[config.mk]
export PLATFORM = sky130hd
export DESIGN_NAME = cache_mem_arbiter
export DESIGN_NICKNAME = d
export VERILOG_FILES = /design/src/rtl/cache_mem_arbiter.sv
export SDC_FILE = /design/constraint.sdc
export NUM_CORES = 1
export LEC_CHECK = 0
export CORE_AREA = 2 2 103 105
export CTS_CLUSTER_DIAMETER = 40
export DETAILED_ROUTE_END_ITERATION = 8
export DIE_AREA = 0 0 105 107
export SLEW_MARGIN = 15
export SYNTH_ARGS = -nofsm -noshare
export SYNTH_HDL_FRONTEND = slang
export SYNTH_SLANG_ARGS = --single-unit
[constraint.sdc]
create_clock -name CLK -period 2.1 [get_ports CLK]
set_clock_uncertainty 0.05 [all_clocks]
set_input_delay 0.42 -clock CLK [delete_from_list [all_inputs] [get_ports CLK]]
set_output_delay 0.42 -clock CLK [all_outputs]
set_load 0.03 [all_outputs]
[src/rtl/cache_mem_arbiter.sv]
// cache_mem_arbiter: shares one RAM port between icache and dcache (dcache first), one word per grant.
// Define CACHE_ARB_FAIRNESS_EN to add a dcache streak counter that forces an icache grant.
module cache_mem_arbiter #(
    parameter int MAX_DSTREAK = 4
) (
    input  logic        CLK,
    input  logic        RST,
    input  logic        iREN,
    input  logic [31:0] iaddr,
    output logic        iwait,
    output logic [31:0] iload,
    input  logic        dREN,
    input  logic        dWEN,
    input  logic [31:0] daddr,
    input  logic [31:0] dstore,
    output logic        dwait,
    output logic [31:0] dload,
    output logic        ramREN,
    output logic        ramWEN,
    output logic [31:0] ramaddr,
    output logic [31:0] ramstore,
    input  logic [31:0] ramload,
    input  logic        ram_ready,
    output logic [1:0]  dbg_state_o
);

    // Handshake: a requester raises its request and holds address/data stable until its
    // wait output goes low for one cycle; that cycle is the completion. Dropping the request
    // earlier aborts the access with no ack.

    if (MAX_DSTREAK < 1 || MAX_DSTREAK > 15) begin : g_bad_max_dstreak
        $error("cache_mem_arbiter: MAX_DSTREAK must be in 1..15");
    end

    // Encoding is visible on dbg_state_o: IDLE=0, IGRANT=1, DGRANT=2.
    typedef enum logic [1:0] {
        IDLE   = 2'd0,
        IGRANT = 2'd1,
        DGRANT = 2'd2
    } state_t;

    state_t state_q, state_d;
    logic   d_req;
    logic   i_done;
    logic   d_done;
    logic   force_i;

    assign d_req       = dREN | dWEN;
    assign dbg_state_o = state_q;

    always_comb begin
        i_done = (state_q == IGRANT) && iREN && ram_ready;
        d_done = (state_q == DGRANT) && d_req && ram_ready;
    end

`ifdef CACHE_ARB_FAIRNESS_EN
    localparam logic [3:0] STREAK_MAX = 4'(MAX_DSTREAK);

    logic [3:0] streak_q, streak_d;

    // Counts dcache completions that happened while icache was kept waiting.
    always_comb begin
        streak_d = streak_q;
        if (i_done || (state_q == IDLE && !iREN)) begin
            streak_d = 4'd0;
        end else if (d_done && iREN && streak_q != STREAK_MAX) begin
            streak_d = streak_q + 4'd1;
        end
    end

    always_ff @(posedge CLK) begin
        if (RST) begin
            streak_q <= 4'd0;
        end else begin
            streak_q <= streak_d;
        end
    end

    assign force_i = (streak_q == STREAK_MAX) && iREN;
`else
    assign force_i = 1'b0;
`endif

    always_ff @(posedge CLK) begin
        if (RST) begin
            state_q <= IDLE;
        end else begin
            state_q <= state_d;
        end
    end

    always_comb begin
        state_d = state_q;
        case (state_q)
            IDLE: begin
                if (d_req && !force_i) begin
                    state_d = DGRANT;
                end else if (iREN) begin
                    state_d = IGRANT;
                end
            end
            IGRANT: begin
                // Leave on completion or when icache withdraws (abort).
                if (!iREN || ram_ready) begin
                    state_d = IDLE;
                end
            end
            DGRANT: begin
                if (!d_req || ram_ready) begin
                    state_d = IDLE;
                end
            end
            default: state_d = IDLE;
        endcase
    end

    always_comb begin
        ramREN   = 1'b0;
        ramWEN   = 1'b0;
        ramaddr  = 32'd0;
        ramstore = 32'd0;
        iwait    = 1'b1;
        dwait    = 1'b1;
        iload    = 32'd0;
        dload    = 32'd0;
        case (state_q)
            IGRANT: begin
                ramREN  = iREN;
                ramaddr = iaddr;
                if (i_done) begin
                    iwait = 1'b0;
                    iload = ramload;
                end
            end
            DGRANT: begin
                // A simultaneous read and write request is served as a write.
                ramaddr  = daddr;
                ramWEN   = dWEN;
                ramREN   = dREN & ~dWEN;
                ramstore = dWEN ? dstore : 32'd0;
                if (d_done) begin
                    dwait = 1'b0;
                    dload = ramload;
                end
            end
            default: ;
        endcase
    end

endmodule

# Yosys cells after proc, flatten, opt, wreduce, memory -nomap -nowiden
# Index checks and enable logic that the tools add are counted.
[totals]
regBits = 2
inputBits = 134
wordCells = 37
[op_classes]
eq_ne = 5
n_mux = 18
bitwise = 3
n_reduce_logical = 10
[ops]
columns = ["cell", "n"]
rows = [
  ["$mux 32", 6],
  ["$pmux 32 s2", 1],
  ["$mux 2", 4],
  ["$pmux 2 s3", 1],
  ["$mux 1", 5],
  ["$logic_and 1x1->1", 4],
  ["$ne 2x1->1 const B", 2],
  ["$ne 3x3->1 const B", 1],
  ["$reduce_and 3->1", 1],
  ["$eq 2x1->1 const B", 1],
  ["$eq 2x2->1 const B", 1],
  ["$logic_not 1->1", 2],
  ["$logic_not 2->1", 1],
  ["$logic_or 1x1->1", 2],
  ["$pmux 1 s2", 1],
  ["$and 1x1->1", 1],
  ["$not 1->1", 1],
  ["$or 1x1->1", 1],
]

# Longest topological paths before layout
[logic_depth]
depth_word = 5
ltp_mapped = 7

# Least setup slack after synthesis
# Ideal clock, no wire load.
[synth_path]
path_kind = "register to output"
from = "register state_q[0], in the netlist dbg_state_o[0]"
to = "output ramaddr[0]"
t_arrival_ps = 1734
required_time_ps = 1630
slack_ps = -104
stages_incl_launch_ff = 5
n_path_buf = 1
cell_sequence = "dfxtp_1 -> inv_1 -> ha_1 -> clkbuf_1 -> nor2b_1"
[synth_between]
elab_chain_cells = 2
elab_cells_between_ends = 3
classes_between = "eq/ne: 2; mux: 1"
[synth_rtl]
columns = ["element", "line_no", "rtl"]
rows = [
  ["start, declared", "42", "state_t state_q, state_d;"],
  ["start signal, assigned", "88", "state_q <= state_d;"],
  ["$eq 2x2->1 / $eq 2x1->1 (equally long branches)", "126", "case (state_q)"],
  ["$pmux 32 s2 *", "126", ""],
  ["end, declared", "20", "output logic [31:0] ramaddr,"],
]
# Mark *: on every way between the ends. The rest lies on a longest branch, timed or not.

# Final worst setup path
[layout_path]
from = "input iREN"
to = "output iload[2]"
[layout_between]
elab_chain_cells = 4
[layout_rtl]
columns = ["element", "line_no", "rtl"]
rows = [
  ["start, declared", "8", "input logic iREN,"],
  ["$logic_and 1x1->1 (2 in a row)", "52", "i_done = (state_q == IGRANT) && iREN && ram_ready;"],
  ["$mux 32", "130", "if (i_done) begin"],
  ["$mux 32", "126", ""],
  ["end, declared", "11", "output logic [31:0] iload,"],
]
# No other way between the ends.

==> flow_summary.ini <==
[worst_setup_path]
logic_depth_of_the_worst_register_to_register_path = 6
critPathArrivalTime_ps = 1600
critical_path.reg2reg.startpoint = dbg_state_o[0]
critPathLaunch = iREN
classification_of_the_worst_setup_path = in -> out
timing.reg2reg.setup_slack_ps = 670
endpoint_kind = primary output
crit-reg2reg-capture = dbg_state_o[1]
start_kind = input port
worst-path-max-fanout = 16
wp_data_required_ps = 1630

[clock_tree]
clock-root-buffer = sky130_fd_sc_hd__clkbuf_8
tritoncts.num_buffers = 3
holdBufCountCts = 0
clock_tree.buffer_depth = 2
clkTransAtPathRegs_ps = 30
cts_tree = built
h_tree_lvls = 1
worstSkewPairLatency_ps = 210
cts_num_sinks = 2

[min_path]
min-delay-path-class = reg -> reg
hold_path.startpoint = dbg_state_o[1]
holdPathStages = 1
worst_hold_path.endpoint = dbg_state_o[1]

[sta]
period_needed_ps = 2070
maxClockFrequency_mhz = 483
setup-violations-final = 0
max-slew-margin-rel_pct = 78.5
hold_viol = 0
tightest_slew_ps = 322
maxSlewViolCount = 0
final.period_utilization_pct = 98.6
setup_slack_ps = 28.6

[logic_synthesis]
synth-edff-count = 0
mean_area_per_synthesized_cell_um2 = 6.80
yosys.area_share.xor_xnor_pct = 0
synthTopCellsByCount = sky130_fd_sc_hd__and2_1, sky130_fd_sc_hd__a22oi_1, sky130_fd_sc_hd__and3_1, sky130_fd_sc_hd__nor2b_1, sky130_fd_sc_hd__clkbuf_1
postSynthRegisterBits = 2
ys_types = 25
synth_simple_gate_area_share_pct = 59.0
synth_compound_area_share_pct = 22.2
postSynthNetCount = 354
synth-adder-area-share_pct = 4.28
yosys.area.top_type_share_pct = 28.2
syn-instance-count = 215
yosys-mux-area-fraction_pct = 0
synth.top_cells.by_area = sky130_fd_sc_hd__and2_1, sky130_fd_sc_hd__a22oi_1, sky130_fd_sc_hd__and3_1
synth_top_family_by_area = simple AND/OR/NAND/NOR gates
yosysMostFrequentCell = sky130_fd_sc_hd__and2_1
yosysWarnings = 0
seq_area_frac_synth_pct = 2.74
ys_async_sr_fraction_pct = 0
post_synth_top_flop = sky130_fd_sc_hd__dfxtp_1
largest_area_contributor_in_the_synthesized_netlist = sky130_fd_sc_hd__and2_1
synth_area_um2 = 1460

[drt]
route.detailed.vias_per_inst = 4.15
drt_iter0_drc = 113
wire_per_inst_um = 14.0
total_wirelength_of_the_detailed_routed_design_um = 8550
drt_first_pass_iters = 4
vias = 2538
drc = 0
final_antenna_net_count = 0

[floorplanning]
top_level_ports = 268
chipWidth_um = 105
initial_utilization_pct = 14.5
floorplan.core_area_um2 = 10100
die_h_um = 107
rows = 37
die-area_um2 = 11200

[placement]
pre_cts_ws_ps = -87.2
hpwl_um = 7170
gp_congestion = 0.825
port_buffers = 267

[grt]
grt_use_total_pct = 13.4
wire_length_of_the_first_global_routing_pass_um = 12300
vias_in_the_first_global_route = 2397
grt_overflow = 0
grt_max_degree = 43
antenna_found_initial = 1

[finish]
finish.net_count = 617
antennaDiodeCount = 0
largest_register_ffs = 2
drive_above_1_share_pct = 40.1
area_overhead_of_the_layout_relative_to_synthesis_pct = 191
fin_util_pct = 42.2

[run_status]
run_status = complete, no violations

[power]
power_density_nw_per_um2 = 315
total_leakage_power_uw = 0.00196
max-vdd-ir-drop_uv = 150

[job]
drv.max_cap_violation_count = 0
[power by group]
group / leakage (µW) / total [µW] / internal (µW) / switching, µW
clock network: 0.0000216 / 151 / 121 / 29.6
logic: 0.00193 / 1140 / 595 / 541
registers: 0.0000175 / 55.2 / 45.0 / 10.2
[kinds of logic (layout without fill, tap and decap cells)]
family / after synthesis / count (layout)
buf+inv: 29 / 290
flops: 2 / 2
compound gates: 40 / 40
fa+ha+maj: 5 / 5
simple gates: 139 / 139
[repair_timing]
item | CTS | global route
gates resized for setup | 10 | 6
endpoints found under the setup margin | 118 | 90
buffers inserted | 0 | 1
cloned | 0 | 1
pin swaps | 0 | 1
[through the flow]
| stage | area (µm²) | cells | power (µW) | hold WS, ps | TNS, ps |
|---|---|---|---|---|---|
| detailed placement | 4140 | 607 | 1190 | 558 | -2820 |
| finish | 4260 | 612 | 1340 | 521 | 0 |
| floorplan | 1540 | 215 | 624 | 436 | 0 |
| global route | 4260 | 612 | 1430 | 554 | -7.25 |
| CTS | 4200 | 610 | 1360 | 506 | 0 |
| global placement | 4140 | 607 | 1180 | 545 | -2640 |
[layout by cell type (no fill, tap or decap), types with 2 or more instances in the layout]
cell and count:
sky130_fd_sc_hd__nor2b_1 3, sky130_fd_sc_hd__nand2_1 4, sky130_fd_sc_hd__buf_12 12, sky130_fd_sc_hd__inv_2 2, sky130_fd_sc_hd__and2_1 66, sky130_fd_sc_hd__buf_6 2, sky130_fd_sc_hd__buf_4 132, sky130_fd_sc_hd__and3_1 32
sky130_fd_sc_hd__a22oi_1 32, sky130_fd_sc_hd__clkbuf_8 3, sky130_fd_sc_hd__nor2b_2 29, sky130_fd_sc_hd__clkdlybuf4s50_1 132, sky130_fd_sc_hd__ha_4 2, sky130_fd_sc_hd__dlygate4sd2_1 3, sky130_fd_sc_hd__inv_1 3, sky130_fd_sc_hd__ha_1 2
[critical path: stages]
cell and delay (ps):
sky130_fd_sc_hd__clkdlybuf4s50_1 490, sky130_fd_sc_hd__and3_4 230, sky130_fd_sc_hd__clkbuf_16 160, sky130_fd_sc_hd__and2_1 140, sky130_fd_sc_hd__buf_4 160
[per-layer routing]
metal	up-vias	wire length [µm]	GRT usage [%]
li1	1263	-	-
met1	1103	3300	15.5
met2	162	4350	24.9
met3	8	804	3.16
met4	2	86	2.86
met5	-	16	0
[worst max path at each step]
stage	endpoint	slack, ps
after detailed placement	ramREN	-90
after global routing	iload[20]	-4
after global placement	ramREN	-90
after floorplan	dload[10]	8
final	iload[2]	30
after CTS	dload[0]	10
[layout make-up]
class	instances	area, µm²
Multi-Input combinational cell	184	1350
Inverter	5	18.8
Tap cell	136	170
Timing Repair Buffer	282	2630
Clock buffer	3	41.3
Fill cell	1041	5840
Sequential cell	2	45.0
(Power assumes the default switching activity.)
==> edit 1: new RTL, same flow settings <==
Build with the macro `CACHE_ARB_FAIRNESS_EN` defined.
--- a/src/rtl/cache_mem_arbiter.sv
+++ b/src/rtl/cache_mem_arbiter.sv
@@ -2,2 +2,4 @@
 // Define CACHE_ARB_FAIRNESS_EN to add a dcache streak counter that forces an icache grant.
+`define CACHE_ARB_FAIRNESS_EN
+
 module cache_mem_arbiter #(
Function: changed (a bounded check fails within 10 cycles, from zero or initial values and one cycle with RST high).
==> edit 1 against the unedited design <==
Total power up 4.4%; largest power group unchanged; first-iteration DRC count up 12%; sequential cell count up 4; synthesized area up 11%; design area up 6.0%; routed wire length up 26%; worst setup slack better by 25 ps.
==> edit 1: results (changes against the unedited design) <==
| Metric | Value |
|---|---|
| Synthesized-area fraction occupied by adder cells | 3.86% (-0.42 points) |
| WHS Path Cells | 2 (+1) |
| Met1 GRT Util | 21.7% (+6.1 points) |
| NumNets Final | 643 (+4.2%) |
| Internal power | 0.808 mW (+6.1%) |
| Gpl congestion | 0.755 (-8.5%) |
| Post-synthesis compound-gate area fraction | 16.7% (-5.4 points) |
| Largest net degree at the start of global routing | 54 (+26%) |
| Drt wl/cell | 16.9 µm (+21%) |
| Ranking of synthesized cells by area | and2_1, a22oi_1, and3_1 |
| Hold Crit Endpoint | dbg_state_o[0]$_SDFFE_PP0P_ |
| Worst R2R End | streak_q[1]$_SDFFE_PP0P_ |
| Routed length on met1 | 4.66 mm (+41%) |
| Post-synthesis net count | 380 (+7.3%) |
| Mux cell area share after synthesis | 3.70% (+3.7 points) |
| Yosys cell types | 24 (-4.0%) |
| DRT Wirelength | 10.8 mm (+26%) |
| Worst-Margin Slew | 346 ps (+24.5 ps) |
| Leakage Power | 2.09 nW (+6.6%) |
| Min-delay src | dbg_state_o[0]$_SDFFE_PP0P_ |
| Met2 Wirelength | 5.42 mm (+25%) |
| Placed cells | 633 (+4.3%) |
| Initial antenna violation count | 0 (-1) |
| Status | completed |
| CP max stage cell | dfxtp_1 |
| Critical path arrival | 1580 ps (-20 ps) |
| DR iter-0 viols | 127 (+12%) |
| First-pass GRT wire length | 15.0 mm (+22%) |
| Reg2reg setup slack | 450 ps (-220 ps) |
| Metal3 WL | 513 µm (-36%) |
| Vias in the first global route | 2616 (+9.1%) |
| Top layer in use | met4 |
| Met3 Usage GRT | 2.67% (-0.49 points) |
| GRT Resource Usage Total | 16.8% (+3.4 points) |
| Post-synthesis sequential area ratio | 7.40% (+4.7 points) |
| CP delay by family, top | flip-flops |
| Layout cells sized above 1 | 38.8% (-1.3 points) |
edit 1: cell count changes after synthesis, sizes merged, moves of 4 or more:
cell	unedited run	this run
dfxtp	2	6
clkbuf	10	22
buf	14	3
nand4	0	8
mux2i	0	6
edit 1: worst max path at each step:
| stage | startpoint | end |
|---|---|---|
| after floorplan | dbg_state_o[1]$_SDFFE_PP0P_ | ramaddr[16] |
| after global placement | ram_ready | iwait |
| after detailed placement | ram_ready | iwait |
| after CTS | dbg_state_o[1]$_SDFFE_PP0P_ | ramREN |
| after global routing | dbg_state_o[0]$_SDFFE_PP0P_ | ramREN |
| final | dbg_state_o[0]$_SDFFE_PP0P_ | iload[29] |
edit 1: layout make-up:
type	count	area [µm²]
Clock buffer	3	41.3
Fill cell	1026	5580
Inverter	8	30.0
Multi-Input combinational cell	202	1490
Sequential cell	6	120
Tap cell	136	170
Timing Repair Buffer	283	2650
edit 1: power by group through the flow:
stage          logic, mW  registers [mW]  clock network [mW]
3_5_place_dp        1.08           0.124                   0
5_1_grt             1.17           0.123               0.185
3_3_place_gp        1.07           0.124                   0
2_1_floorplan      0.520           0.133                   0
4_1_cts             1.09           0.122               0.179
6_report            1.10           0.123               0.176
edit 1: logic make-up after synthesis:
logic type	count (synthesis)
compound gates	36
fa+ha+maj	5
buf+inv	33
flops	6
mux	6
simple gates	155
edit 1: metrics by stage:
stage | area [µm²] | setup WS, ps
2_1_floorplan | 1700 | -31.9
3_3_place_gp | 4330 | -224
3_5_place_dp | 4330 | -215
5_1_grt | 4510 | -58.0
6_report | 4510 | 53.8
4_1_cts | 4410 | 2.73
edit 1: timing repair:
action / 4_1_cts / 5_1_grt
pin swaps: 1 / 1
buffers inserted: 0 / 0
resized for setup: 12 / 15
gates cloned: 0 / 2
endpoints found under the setup margin: 95 / 69
==> edit 2: new RTL, same settings <==
Made on the original files. Put one more register stage on the output `dbg_state_o`, without a reset. The value now appears one clock later. The other outputs are not delayed to match.
--- a/src/rtl/cache_mem_arbiter.sv
+++ b/src/rtl/cache_mem_arbiter.sv
@@ -48,3 +48,5 @@
     assign d_req       = dREN | dWEN;
-    assign dbg_state_o = state_q;
+    always_ff @(posedge CLK) begin
+        dbg_state_o <= state_q;
+    end
 
Formal check against the unedited RTL: not equivalent (Yosys sat finds a counterexample within 4 cycles, from zero or initial values and one cycle with RST high).
==> edit 2 against the unedited design <==
Largest cell class unchanged; worst setup slack improved by 36 ps; design area fell by 0.65%; sequential cell count grew 2; highest routed layer is now met4; routed wire length grew 5.1%; worst hold slack worse by 140 ps; critical path type is now flip-flop to output port; critical path depth is the same; total power grew 4.1%; count of clock-buffer cells in the layout unchanged; synthesized area rose by 3.0%; sequential share of layout area is 0.95 points higher.
==> edit 2: results (changes against the unedited design) <==
| Metric | Value |
|---|---|
| Crit path from | state_q[1]$_SDFFE_PP0P_ |
| Post-synthesis compound-gate area fraction | 21.5% (-0.64 points) |
| Synthesized-area fraction occupied by adder cells | 4.15% (-0.12 points) |
| Gpl congestion | 0.872 (+5.7%) |
| Worst r2r src | state_q[0]$_SDFFE_PP0P_ |
| Via density | 4.22 (+1.8%) |
| Yosys top cell area share | 27.4% (-0.82 points) |
| Pre-CTS setup slack | -88.8 ps (-1.57 ps) |
| Syn Inst Count | 217 (+0.93%) |
| Post-cts resize count | 13 (+3) |
| Vias | 2604 (+2.6%) |
| Met3 Usage GRT | 3.53% (+0.36 points) |
| DP Area | 4060 µm² (-2.0%) |
| Final HPWL DP | 7.37 mm (+2.9%) |
| Top layer in use | met4 |
| Internal power | 0.795 mW (+4.5%) |
| Seq cells post-synth | 4 (+2) |
| Min-delay src | state_q[1]$_SDFFE_PP0P_ |
| NumNets Final | 622 (+0.81%) |
| #MultiIn Comb | 187 (+1.6%) |
| Metal3 WL | 814 µm (+1.2%) |
| Drt wl/cell | 14.6 µm (+4.2%) |
| Post-synthesis net count | 356 (+0.56%) |
| Status | completed |
| Met2 Wirelength | 4.94 mm (+14%) |
| Clock-cell share | 0.977% (+0.0063 points) |
| Worst-Margin Slew | 314 ps (-7.40 ps) |
| Met2 usage | 27.6% (+2.7 points) |
| Layout filler cell count | 990 (-4.9%) |
| Setup Crit Path Kind | flip-flop to output port |
| Critical path arrival | 1570 ps (-30 ps) |
| PD cells | 330 nW/µm² (+4.7%) |
| Non-clock buffering overhead | 60.5% (-1.3 points) |
| Mux cell area share after synthesis | 0% (unchanged) |
| Critical Path Fanout Max | 17 (+1) |
| Met1 GRT Util | 14.2% (-1.3 points) |
| Leakage Power | 1.97 nW (+0.53%) |
| CP max stage delay | 410 ps (-80 ps) |
| GRT Resource Usage Total | 13.6% (+0.18 points) |
| CTS H-Tree Depth | 1 (unchanged) |
| Ranking of synthesized cells by area | and2_1, a22oi_1, and3_1 |
| Initial antenna violation count | 0 (-1) |
| Peak supply drop | 123 µV (-18%) |
| DR iter-0 viols | 120 (+6.2%) |
| Post-synthesis sequential area ratio | 5.32% (+2.6 points) |
| Layout cells sized above 1 | 35.3% (-4.8 points) |
| CP max stage cell | dfxtp_2 |
-- edit 2: cell types whose count changed after synthesis --
cell     change
and3_2       -1
o21ai_0      -1
o21ai_1      +1
dfxtp_1      +2
and3_4       +1
-- edit 2: worst paths after layout --
check | end | slack (ps) | cells past startpoint
hold reg to reg | dbg_state_o[1]$_DFF_P_ | 380 | 0
setup reg to reg | state_q[1]$_SDFFE_PP0P_ | 680 | 6
setup / recovery | ramaddr[22] | 60 | 5
hold / removal | dbg_state_o[1]$_DFF_P_ | 380 | 0
-- edit 2: power groups by stage --
| stage | Sequential [mW] | Combinational (mW) | Clock (mW) |
|---|---|---|---|
| detailed placement | 0.0956 | 1.10 | 0 |
| floorplan | 0.102 | 0.532 | 0 |
| global placement | 0.0948 | 1.09 | 0 |
| CTS | 0.0973 | 1.12 | 0.167 |
| global route | 0.101 | 1.20 | 0.166 |
| finish | 0.100 | 1.13 | 0.164 |
